**src/rtl/div_seq_8.sv**
```systemverilog
// div_seq_8 : sequential restoring divider, one quotient bit per clock.
//
// Ports
//   clk          single clock, all state updates on its rising edge
//   rst_n        synchronous active-low reset
//   start        division request, sampled only while idle
//   dividend     unsigned numerator, captured on acceptance
//   divisor      unsigned denominator, captured on acceptance
//   quotient     registered quotient of the last completed operation
//   remainder    registered remainder of the last completed operation
//   busy         high while running or in the completion cycle
//   done         one-cycle completion pulse
//   div_by_zero  set when the last completed operation had divisor == 0
//
// state   | meaning
// --------+-----------------------------------------------------------
// S_IDLE  | waiting for start; results hold the previous completion
// S_RUN   | one restoring iteration per cycle (or the div-by-zero exit)
// S_DONE  | done pulse cycle; start is ignored here
module div_seq_8 #(
  parameter int N = 8
) (
  input  logic         clk,
  input  logic         rst_n,
  input  logic         start,
  input  logic [N-1:0] dividend,
  input  logic [N-1:0] divisor,
  output logic [N-1:0] quotient,
  output logic [N-1:0] remainder,
  output logic         busy,
  output logic         done,
  output logic         div_by_zero
);

  localparam logic [1:0] S_IDLE = 2'd0;
  localparam logic [1:0] S_RUN  = 2'd1;
  localparam logic [1:0] S_DONE = 2'd2;

  localparam int CW = (N > 2) ? $clog2(N) : 1;
  localparam logic [CW-1:0] LAST = CW'(N - 1);

  logic [1:0]   r_state;
  logic [CW-1:0] r_cnt;
  logic [N-1:0] r_rem;
  logic [N-1:0] r_quo;
  logic [N-1:0] r_dvs;
  logic         r_dz;
  logic [N-1:0] r_quotient;
  logic [N-1:0] r_remainder;
  logic         r_done;
  logic         r_dbz;

  logic [N:0]   w_shift;
  logic         w_ge;
  logic [N-1:0] w_diff;
  logic [N-1:0] w_rem_nxt;
  logic [N-1:0] w_quo_nxt;

  // The shifted partial remainder can reach 2^N, so the compare is done
  // one bit wider than the operands. When it succeeds the difference is
  // below the divisor, so the low N bits of the subtraction are exact.
  assign w_shift   = {r_rem, r_quo[N-1]};
  assign w_ge      = (w_shift >= {1'b0, r_dvs});
  assign w_diff    = w_shift[N-1:0] - r_dvs;
  assign w_rem_nxt = w_ge ? w_diff : w_shift[N-1:0];
  assign w_quo_nxt = {r_quo[N-2:0], w_ge};

  always_ff @(posedge clk) begin
    if (!rst_n) begin
      r_state     <= S_IDLE;
      r_cnt       <= '0;
      r_rem       <= '0;
      r_quo       <= '0;
      r_dvs       <= '0;
      r_dz        <= 1'b0;
      r_quotient  <= '0;
      r_remainder <= '0;
      r_done      <= 1'b0;
      r_dbz       <= 1'b0;
    end else begin
      case (r_state)
        S_IDLE: begin
          if (start) begin
            r_state <= S_RUN;
            r_cnt   <= '0;
            r_rem   <= '0;
            r_quo   <= dividend;
            r_dvs   <= divisor;
            r_dz    <= (divisor == '0);
          end
        end
        S_RUN: begin
          if (r_dz) begin
            // Divide by zero: single pass through RUN, dividend is
            // still untouched in r_quo.
            r_quotient  <= '1;
            r_remainder <= r_quo;
            r_dbz       <= 1'b1;
            r_done      <= 1'b1;
            r_state     <= S_DONE;
          end else begin
            r_rem <= w_rem_nxt;
            r_quo <= w_quo_nxt;
            r_cnt <= r_cnt + 1'b1;
            if (r_cnt == LAST) begin
              r_quotient  <= w_quo_nxt;
              r_remainder <= w_rem_nxt;
              r_dbz       <= 1'b0;
              r_done      <= 1'b1;
              r_state     <= S_DONE;
            end
          end
        end
        S_DONE: begin
          r_done  <= 1'b0;
          r_state <= S_IDLE;
        end
        default: begin
          r_done  <= 1'b0;
          r_state <= S_IDLE;
        end
      endcase
    end
  end

  assign quotient    = r_quotient;
  assign remainder   = r_remainder;
  assign busy        = (r_state == S_RUN) || (r_state == S_DONE);
  assign done        = r_done;
  assign div_by_zero = r_dbz;

endmodule

```
**config.mk**
```make
export PLATFORM = sky130hd
export DESIGN_NAME = div_seq_8
export DESIGN_NICKNAME = d
export VERILOG_FILES = /design/src/rtl/div_seq_8.sv
export SDC_FILE = /design/constraint.sdc
export NUM_CORES = 1
export LEC_CHECK = 0
export ABC_AREA = 1
export BUFFER_PORTS_ARGS = -buffer_cell sky130_fd_sc_hd__buf_4
export CORE_ASPECT_RATIO = 0.7
export CORE_MARGIN = 1
export CORE_UTILIZATION = 57
export DETAILED_ROUTE_END_ITERATION = 10
export PLACE_DENSITY = 0.89
export SKIP_LAST_GASP = 1
export SYNTH_ARGS = -nofsm -noshare
export SYNTH_HDL_FRONTEND = slang
export SYNTH_SLANG_ARGS = --single-unit
export TNS_END_PERCENT = 10
```
**constraint.sdc**
```tcl
create_clock -name clk -period 1.9 [get_ports clk]
set_input_delay 0.19 -clock clk [delete_from_list [all_inputs] [get_ports clk]]
set_output_delay 0.19 -clock clk [all_outputs]
set_load 0.02 [all_outputs]
```
==> metrics.md, run 1 <==
| Metric | Value |
|---|---|
| Reg clk slew, reported paths | `0.08 ns` |
| Via density | `5.45` |
| DR pass1 iterations | `5` |
| Die area | `4840 um2` |
| Routed vias | `2490` |
| Row count | `20` |
| Crit start category | `flop` |
| Fin area | `3160 um2` |
| Rel. slew slack | `0.656` |
| Worst stage delay on the critical path | `0.35 ns` |
| R2R setup slack | `0.10 ns` |
| Status | `complete, no violations` |
| CTS tree | `done` |
| CTS Buffer Depth | `2` |
| Type of the worst setup path | `reg2reg` |
| Maximum number of pins on one net before global-route repair | `25` |
| Buffers on Ports | `37` |
| Remaining DRCs | `0` |
| Critical path's top delay family | `simple AND/OR/NAND/NOR gates` |
| Fin crit share | `0.946` |
| Complex-gate fraction of the synthesized area | `0.197` |
| Worst path bufs/invs | `2` |
| Yosys cell types | `33` |
| CP max-delay cell | `ha_1` |
| Gr usage total | `0.277` |
| Crit-path cells | `inv_1, ha_1, nand2_2, nand3b_1, nor2_2, nor2_4, buf_12, nand2_8, nand2_2, nand2_1, nand2_1, a21oi_2` |
| Diode count | `0` |
| Worst R2R End | `r_rem[4]$_SDFFE_PN0P_` |
| CP max FO | `10` |
| Levels on crit path | `12` |
| Max rail drop VDD | `0.725 mV` |
| Placed inst area | `2960 um2` |
| Start point of the critical path | `r_dvs[3]$_SDFFE_PN0P_` |
| Worst R2R Start | `r_dvs[3]$_SDFFE_PN0P_` |
| Crit end category | `flop` |
| # setup viols final | `0` |
| DP HPWL | `4740 um` |
| Cells on worst reg2reg path | `12` |
| MaxCap Viol Count | `0` |
| Initial DRC Count | `158` |
| Die H | `58.5 um` |
| Power Dens Cells | `900 nW/um2` |
| Fin. max-slew vios | `0` |
| WL per Instance | `13.6 um` |
| RSZ-0062 raised after global routing | `no` |
| Synth Area per Inst | `7.20 um2` |
| Fin. Hold Viols | `0` |
| Synthesized Nets | `394` |
| Placed Instances | `448` |
| First-pass GRT wire length | `10000 um` |
| Setup TNS | `0 ns` |
| Crit path to | `r_rem[4]$_SDFFE_PN0P_` |
| Clock Skew | `0.00461 ns` |
| Fraction of layout cells with a size suffix above 1 | `0.254` |
| P&R area growth vs syn | `21.6%` |
| Combinational family with the most area after synthesis | `simple AND/OR/NAND/NOR gates` |
| Skew-Pair Late Insertion Delay | `0.30 ns` |
| Crit path DAT | `2.04 ns` |
| Core area | `4350 um2` |
| GR Overflow Total | `0` |
| Slew of the pin with the lowest slew margin | `0.515 ns` |
| Number of placed I/O pins | `38` |
| Post-synthesis xor/xnor area fraction | `0.0101` |
| Gpl congestion | `0.966` |
| Syn Inst Count | `361` |
| Yosys warnings | `0` |
| Worst Hold Depth | `4` |
| WL final | `6240 um` |
| Hold Buf Count CTS | `0` |
| Lkg Pwr | `1.42 nW` |
| Number of global-route vias before repair | `2155` |
| Min-Delay Path Class | `in2reg` |
| Post-Synth Simple-Gate Area | `0.269` |
| Initial Util | `0.597` |
| Clock root cell | `clkbuf_8` |
| Synth Cell Area | `2600 um2` |
| Share of the yosys chip area belonging to registers | `0.370` |
| Minimum clock period after layout | `1.80 ns` |
| TritonCTS Buffers | `5` |
| Mux contribution to synthesized area | `0` |
| Required time of the critical path | `2.14 ns` |
| Sink Count | `48` |
| Adder-cell area share of the yosys netlist | `0.0703` |
| Die X | `82.7 um` |
| Antenna Nets Post-Route | `0` |
| Seq cells post-synth | `48` |
| Non-filler instance count after layout | `457` |
| Initial antenna violation count | `0` |
| H-tree depth | `2` |
| Nets@finish | `434` |
| FMAX | `556 MHz` |
## state kept, by name, indices dropped and copies added (netlist names), 2 cells and up
register,cells
quotient,8
r_cnt,3
r_dvs,8
r_quo,8
r_rem,8
r_state,2
remainder,8
## layer usage
layer,wire length [um],track usage,up-vias
li1,-,-,1258
met1,2990,0.405,1139
met2,2780,0.416,86
met3,414,0.0605,7
met4,55,0.0616,0
met5,0,0,-
## report_power, final
| group | switching [W] | internal [W] | leakage, nW |
|---|---|---|---|
| Clock | 0.000334 | 0.000391 | 0.0552 |
| Sequential | 0.0000477 | 0.00107 | 0.391 |
| Combinational | 0.000614 | 0.000388 | 0.976 |
| Total | 0.000995 | 0.00185 | 1.42 |
## how the worst min path moves through the flow
stage                             start                       end  slack [ns]
4_1_cts                     dividend[1]     r_quo[1]$_SDFFE_PN0P_        0.16
2_1_floorplan                     rst_n     r_quo[1]$_SDFFE_PN0P_        0.33
3_5_place_dp   quotient[4]$_SDFFE_PN0P_  quotient[4]$_SDFFE_PN0P_        0.46
5_1_grt                     dividend[1]     r_quo[1]$_SDFFE_PN0P_        0.19
3_3_place_gp      r_dvs[7]$_SDFFE_PN0P_     r_dvs[7]$_SDFFE_PN0P_        0.45
6_report                     divisor[4]         r_dz$_SDFFE_PN0P_        0.16
## layout make-up
class	count	area, um2
Timing Repair Buffer	48	385
Sequential cell	48	961
Multi-Input combinational cell	260	1500
Clock inverter	2	35.0
Tap cell	55	68.8
Fill cell	382	1190
Inverter	38	143
Clock buffer	6	72.6
## stage by stage
stage          power [W]  utilization  hold slack [ns]  setup WS [ns]
2_1_floorplan    0.00182            -            0.328          0.224
3_3_place_gp     0.00202        0.680            0.445         0.0745
3_5_place_dp     0.00204        0.680            0.458         0.0502
4_1_cts          0.00276        0.704            0.156         0.0255
5_1_grt          0.00300        0.726            0.185        0.00252
6_report         0.00285        0.726            0.160          0.102
## worst min-delay path, delay by kind of cell
family	cells	cell delay, ns
and+or+nand+nor	2	0.09
buffers and inverters	1	0.08
AOI/OAI and AO/OA	1	0.05
## cells by family (layout without fill, tap and decap cells)
kind of cell	after synthesis	after routing
AOI/OAI and AO/OA	89	89
and+or+nand+nor	154	154
DFF	48	48
adders and majority gates	14	14
xor gates and xnor gates	3	3
buffers and inverters	53	94
## cell usage after synthesis
cell type | instances | share of area
a31oi_1 | 1 | 0.0024
nand2_2 | 10 | 0.024
nor3_1 | 2 | 0.0039
nor2_2 | 2 | 0.0048
fa_1 | 1 | 0.0077
nand4_1 | 1 | 0.0024
nor4_1 | 1 | 0.0024
a211oi_1 | 1 | 0.0029
ha_1 | 13 | 0.063
dfxtp_1 | 48 | 0.37
xnor2_1 | 1 | 0.0034
nand3_1 | 22 | 0.042
nor2_1 | 13 | 0.019
nor3_2 | 1 | 0.0039
buf_6 | 1 | 0.0043
nand3_2 | 2 | 0.0077
or2_2 | 1 | 0.0024
nand3b_1 | 1 | 0.0029
nand2_1 | 95 | 0.14
o21ai_0 | 29 | 0.056
buf_2 | 6 | 0.012
clkbuf_1 | 7 | 0.010
nand2_8 | 1 | 0.0077
o221ai_1 | 1 | 0.0034
inv_1 | 34 | 0.049
a21oi_1 | 41 | 0.079
nand2_4 | 1 | 0.0043
nor2_4 | 1 | 0.0043
xor2_1 | 2 | 0.0067
inv_2 | 3 | 0.0043
clkinv_1 | 1 | 0.0014
a21oi_2 | 16 | 0.054
buf_4 | 1 | 0.0029
## timing repair
action	4_1_cts	5_1_grt
setup buffers	0	1
gates resized for setup	0	10
setup endpoints to repair	0	16
## cell usage in the layout, fill, tap and decap left out, types with 4 or more instances in the layout
master	count
nand2_1	95
dfxtp_1	48
buf_4	46
a21oi_1	41
inv_1	33
o21ai_0	29
nand3_1	22
a21oi_2	16
nor2_1	13
nand2_2	10
ha_1	7
ha_4	5
clkbuf_8	5
inv_2	4
(Power assumes the default switching activity.)
==> run 2, diff against run 1 <==
- BUFFER_PORTS_ARGS: -buffer_cell sky130_fd_sc_hd__buf_4 -> default
- CORE_UTILIZATION: 57 -> 63
- DONT_BUFFER_PORTS: default -> 1
- PLACE_DENSITY: 0.89 -> 0.88
==> run 2 against run 1 <==
Design area is 6.6% lower. Utilization is 2.2 points higher. Cell count is 7.7% lower. Critical path depth is 2 higher. Setup slack worse by 0.043 ns. Sequential power hardly changed. Global-route usage is 1.4 points higher. Critical path type unchanged. Largest power group unchanged.
==> metrics.md, run 2 (same netlist as run 1, synthesis figures left out) <==
| Metric | Value |
|---|---|
| H-tree depth | `2 (unchanged)` |
| Multi-input logic area | `1560 um2 (+4.4%)` |
| DP HPWL | `4500 um (-5.0%)` |
| Crit path DAT | `2.02 ns (-0.02 ns)` |
| Non-filler instance count after layout | `422 (-7.7%)` |
| Setup ws final | `0.0586 ns (-0.0434 ns)` |
| Sw frac | `0.378 (+0.0279)` |
| Clock Skew | `0.0103 ns (+0.00571 ns)` |
| Maximum number of pins on one net before global-route repair | `27 (+8.0%)` |
| Most frequent cells in the layout | `91 x nand2_1, 44 x dfxtp_1, 41 x a21oi_1` |
| Initial antenna violation count | `0 (unchanged)` |
| Gpl congestion | `0.866 (-10%)` |
| Pre-CTS setup slack | `-0.0161 ns (-0.0663 ns)` |
| CP max-delay cell | `fa_2` |
| Number of global-route vias before repair | `2168 (+0.60%)` |
| Commonest non-fill, non-tap cell in the layout | `nand2_1` |
| Fin. Hold Viols | `0 (unchanged)` |
| Fill count | `308 (-19%)` |
| Logic gate share of total power | `0.385 (+0.033)` |
| Diode count | `0 (unchanged)` |
| Clock Power Share | `0.221 (-0.034)` |
| Type of the worst setup path | `reg2reg` |
| Crit end category | `flop` |
| Initial DRC Count | `272 (+72%)` |
| Internal Power | `0.00178 W (-3.8%)` |
| Reg clk slew, reported paths | `0.09 ns (about the same)` |
| Buffers on Ports | `0 (-100%)` |
| Remaining DRCs | `0 (unchanged)` |
| Via density | `6.00 (+10%)` |
| Worst hold slack | `0.00950 ns (-0.150 ns)` |
| Max rail drop VDD | `0.647 mV (-11%)` |
| Minimum clock period after layout | `1.84 ns (+0.0434 ns)` |
| Lkg Pwr | `1.25 nW (-12%)` |
| Placed Instances | `408 (-8.9%)` |
| CP max FO | `3 (-7)` |
| Sink Count | `48 (unchanged)` |
| TritonCTS Buffers | `5 (unchanged)` |
| Rel. slew slack | `0.700 (+0.0435)` |
| # setup viols final | `0 (unchanged)` |
| Routed vias | `2533 (+1.7%)` |
| FMAX | `543 MHz (-2.4%)` |
| Initial Util | `0.659 (+0.0617)` |
| P&R area growth vs syn | `13.6%` |
| GR Overflow Total | `0 (unchanged)` |
| Nets@finish | `402 (-7.4%)` |
| Most frequent CP cell | `nand2_1` |
| Required time of the critical path | `2.08 ns (-0.06 ns)` |
| Die X | `78.8 um (-4.8%)` |
| Tot Pwr | `0.00286 W (+0.53%)` |
| CTS tree | `done` |
| DR pass1 iterations | `6 (+1)` |
| Min-Delay Path Class | `in2reg` |
| Status | `complete, no violations` |
| Antenna Nets Post-Route | `0 (unchanged)` |
| Worst stage delay on the critical path | `0.37 ns (+0.02 ns)` |
| Fraction of layout cells with a size suffix above 1 | `0.232 (-0.0213)` |
| Clock root cell | `clkbuf_8` |
| Number of placed I/O pins | `38 (unchanged)` |
| Skew-Pair Late Insertion Delay | `0.31 ns (about the same)` |
| Slew of the pin with the lowest slew margin | `0.449 ns (-0.0657 ns)` |
| Sequential share of power | `0.394 (about the same)` |
| Row count | `19 (-5.0%)` |
| Gr usage total | `0.291 (+0.0144)` |
| Die area | `4390 um2 (-9.2%)` |
| WL per Instance | `16.0 um (+17%)` |
| WL final | `6730 um (+7.9%)` |
| Die H | `55.8 um (-4.7%)` |
| Crit start category | `flop` |
| Fin crit share | `0.969 (+0.0229)` |
| Core area | `3950 um2 (-9.4%)` |
| First-pass GRT wire length | `9980 um (-0.62%)` |
| CTS Buffer Depth | `2 (unchanged)` |
| Psw | `0.00108 W (+8.5%)` |
| MaxCap Viol Count | `0 (unchanged)` |
| Seq. cell area | `966 um2 (+0.52%)` |
| Crit-path cells | `inv_4, ha_4, inv_2, fa_2, nand2_2, nand2_2, nand3_2, nand2_1, nand2_1, nand2_1, nand2_2, nand3_2, nand2_1, a21oi_2` |
| Power Dens Cells | `968 nW/um2 (+7.6%)` |
| Fin. max-slew vios | `0 (unchanged)` |
-- run 2: changes by cell type in the layout (fill, tap and decap cells not counted), moves of 4 or more --
cell     previous run  this run
buf_4              46        14
inv_1              33        27
inv_2               4         9
dfxtp_1            48        44
dfxtp_2             0         4
nand2_1            95        91
nand2_2            10        14
-- run 2: layout make-up --
type,count,share of cell area
multi-input cells,261,0.529
flip-flops and latches,48,0.327
inverters,38,0.0491
repair buffers,15,0.0424
clock buffers,8,0.0305
well taps,52,0.0220
-- run 2: what timing repair did --
| item | CTS | global route |
|---|---|---|
| gates resized for setup | 1 | 30 |
| endpoints found under the setup margin | 3 | 16 |
| gates cloned | 0 | 1 |
| buffers inserted | 0 | 5 |
| pin swaps | 0 | 13 |
| hold buffers | 0 | 0 |
-- run 2: path summary, 6_finish.rpt --
kind / end / startpoint / slack (ns) / depth (start not counted)
hold reg to reg: r_state[1]$_SDFFE_PN0P_ / r_state[1]$_SDFFE_PN0P_ / 0.48 / 2
setup / recovery: remainder[6]$_SDFFE_PN0P_ / r_quo[7]$_SDFFE_PN0P_ / 0.06 / 14
hold / removal: r_quo[4]$_SDFFE_PN0P_ / rst_n / 0.009 / 2
setup reg to reg: remainder[6]$_SDFFE_PN0P_ / r_quo[7]$_SDFFE_PN0P_ / 0.06 / 14
-- run 2: metrics by stage --
| step | util | cell area (um2) | setup TNS, ns |
|---|---|---|---|
| 6_report | 0.749 | 2950 | 0 |
| 3_3_place_gp | 0.675 | 2670 | 0 |
| 2_1_floorplan | - | 2600 | 0 |
| 5_1_grt | 0.749 | 2950 | -0.0542 |
| 4_1_cts | 0.699 | 2760 | 0 |
| 3_5_place_dp | 0.675 | 2670 | -0.0161 |
-- run 2: layer usage --
layer	part of all wire	GRT usage	vias to the layer above	wire length (um)
met1	0.43	0.406	1179	2890
met2	0.47	0.455	132	3150
met3	0.080	0.0689	27	540
met4	0.022	0.0714	0	148
li1	-	-	1195	-
met5	0	0	-	0
-- run 2: critical path, delay by kind of cell (launching register included) --
| family | cells | cell delay [ns] |
|---|---|---|
| compound gates | 1 | 0.06 |
| fa+ha+maj | 2 | 0.51 |
| buf+inv | 2 | 0.13 |
| flops | 1 | 0.35 |
| simple gates | 9 | 0.65 |
-- run 2: power groups by stage --
stage | Clock [W] | Sequential [W] | Combinational, W
final | 0.000633 | 0.00113 | 0.00110
after global routing | 0.000678 | 0.00113 | 0.00119
after CTS | 0.000629 | 0.00111 | 0.000875
after detailed placement | 0 | 0.00113 | 0.000860
after global placement | 0 | 0.00113 | 0.000832
after floorplan | 0 | 0.00112 | 0.000700
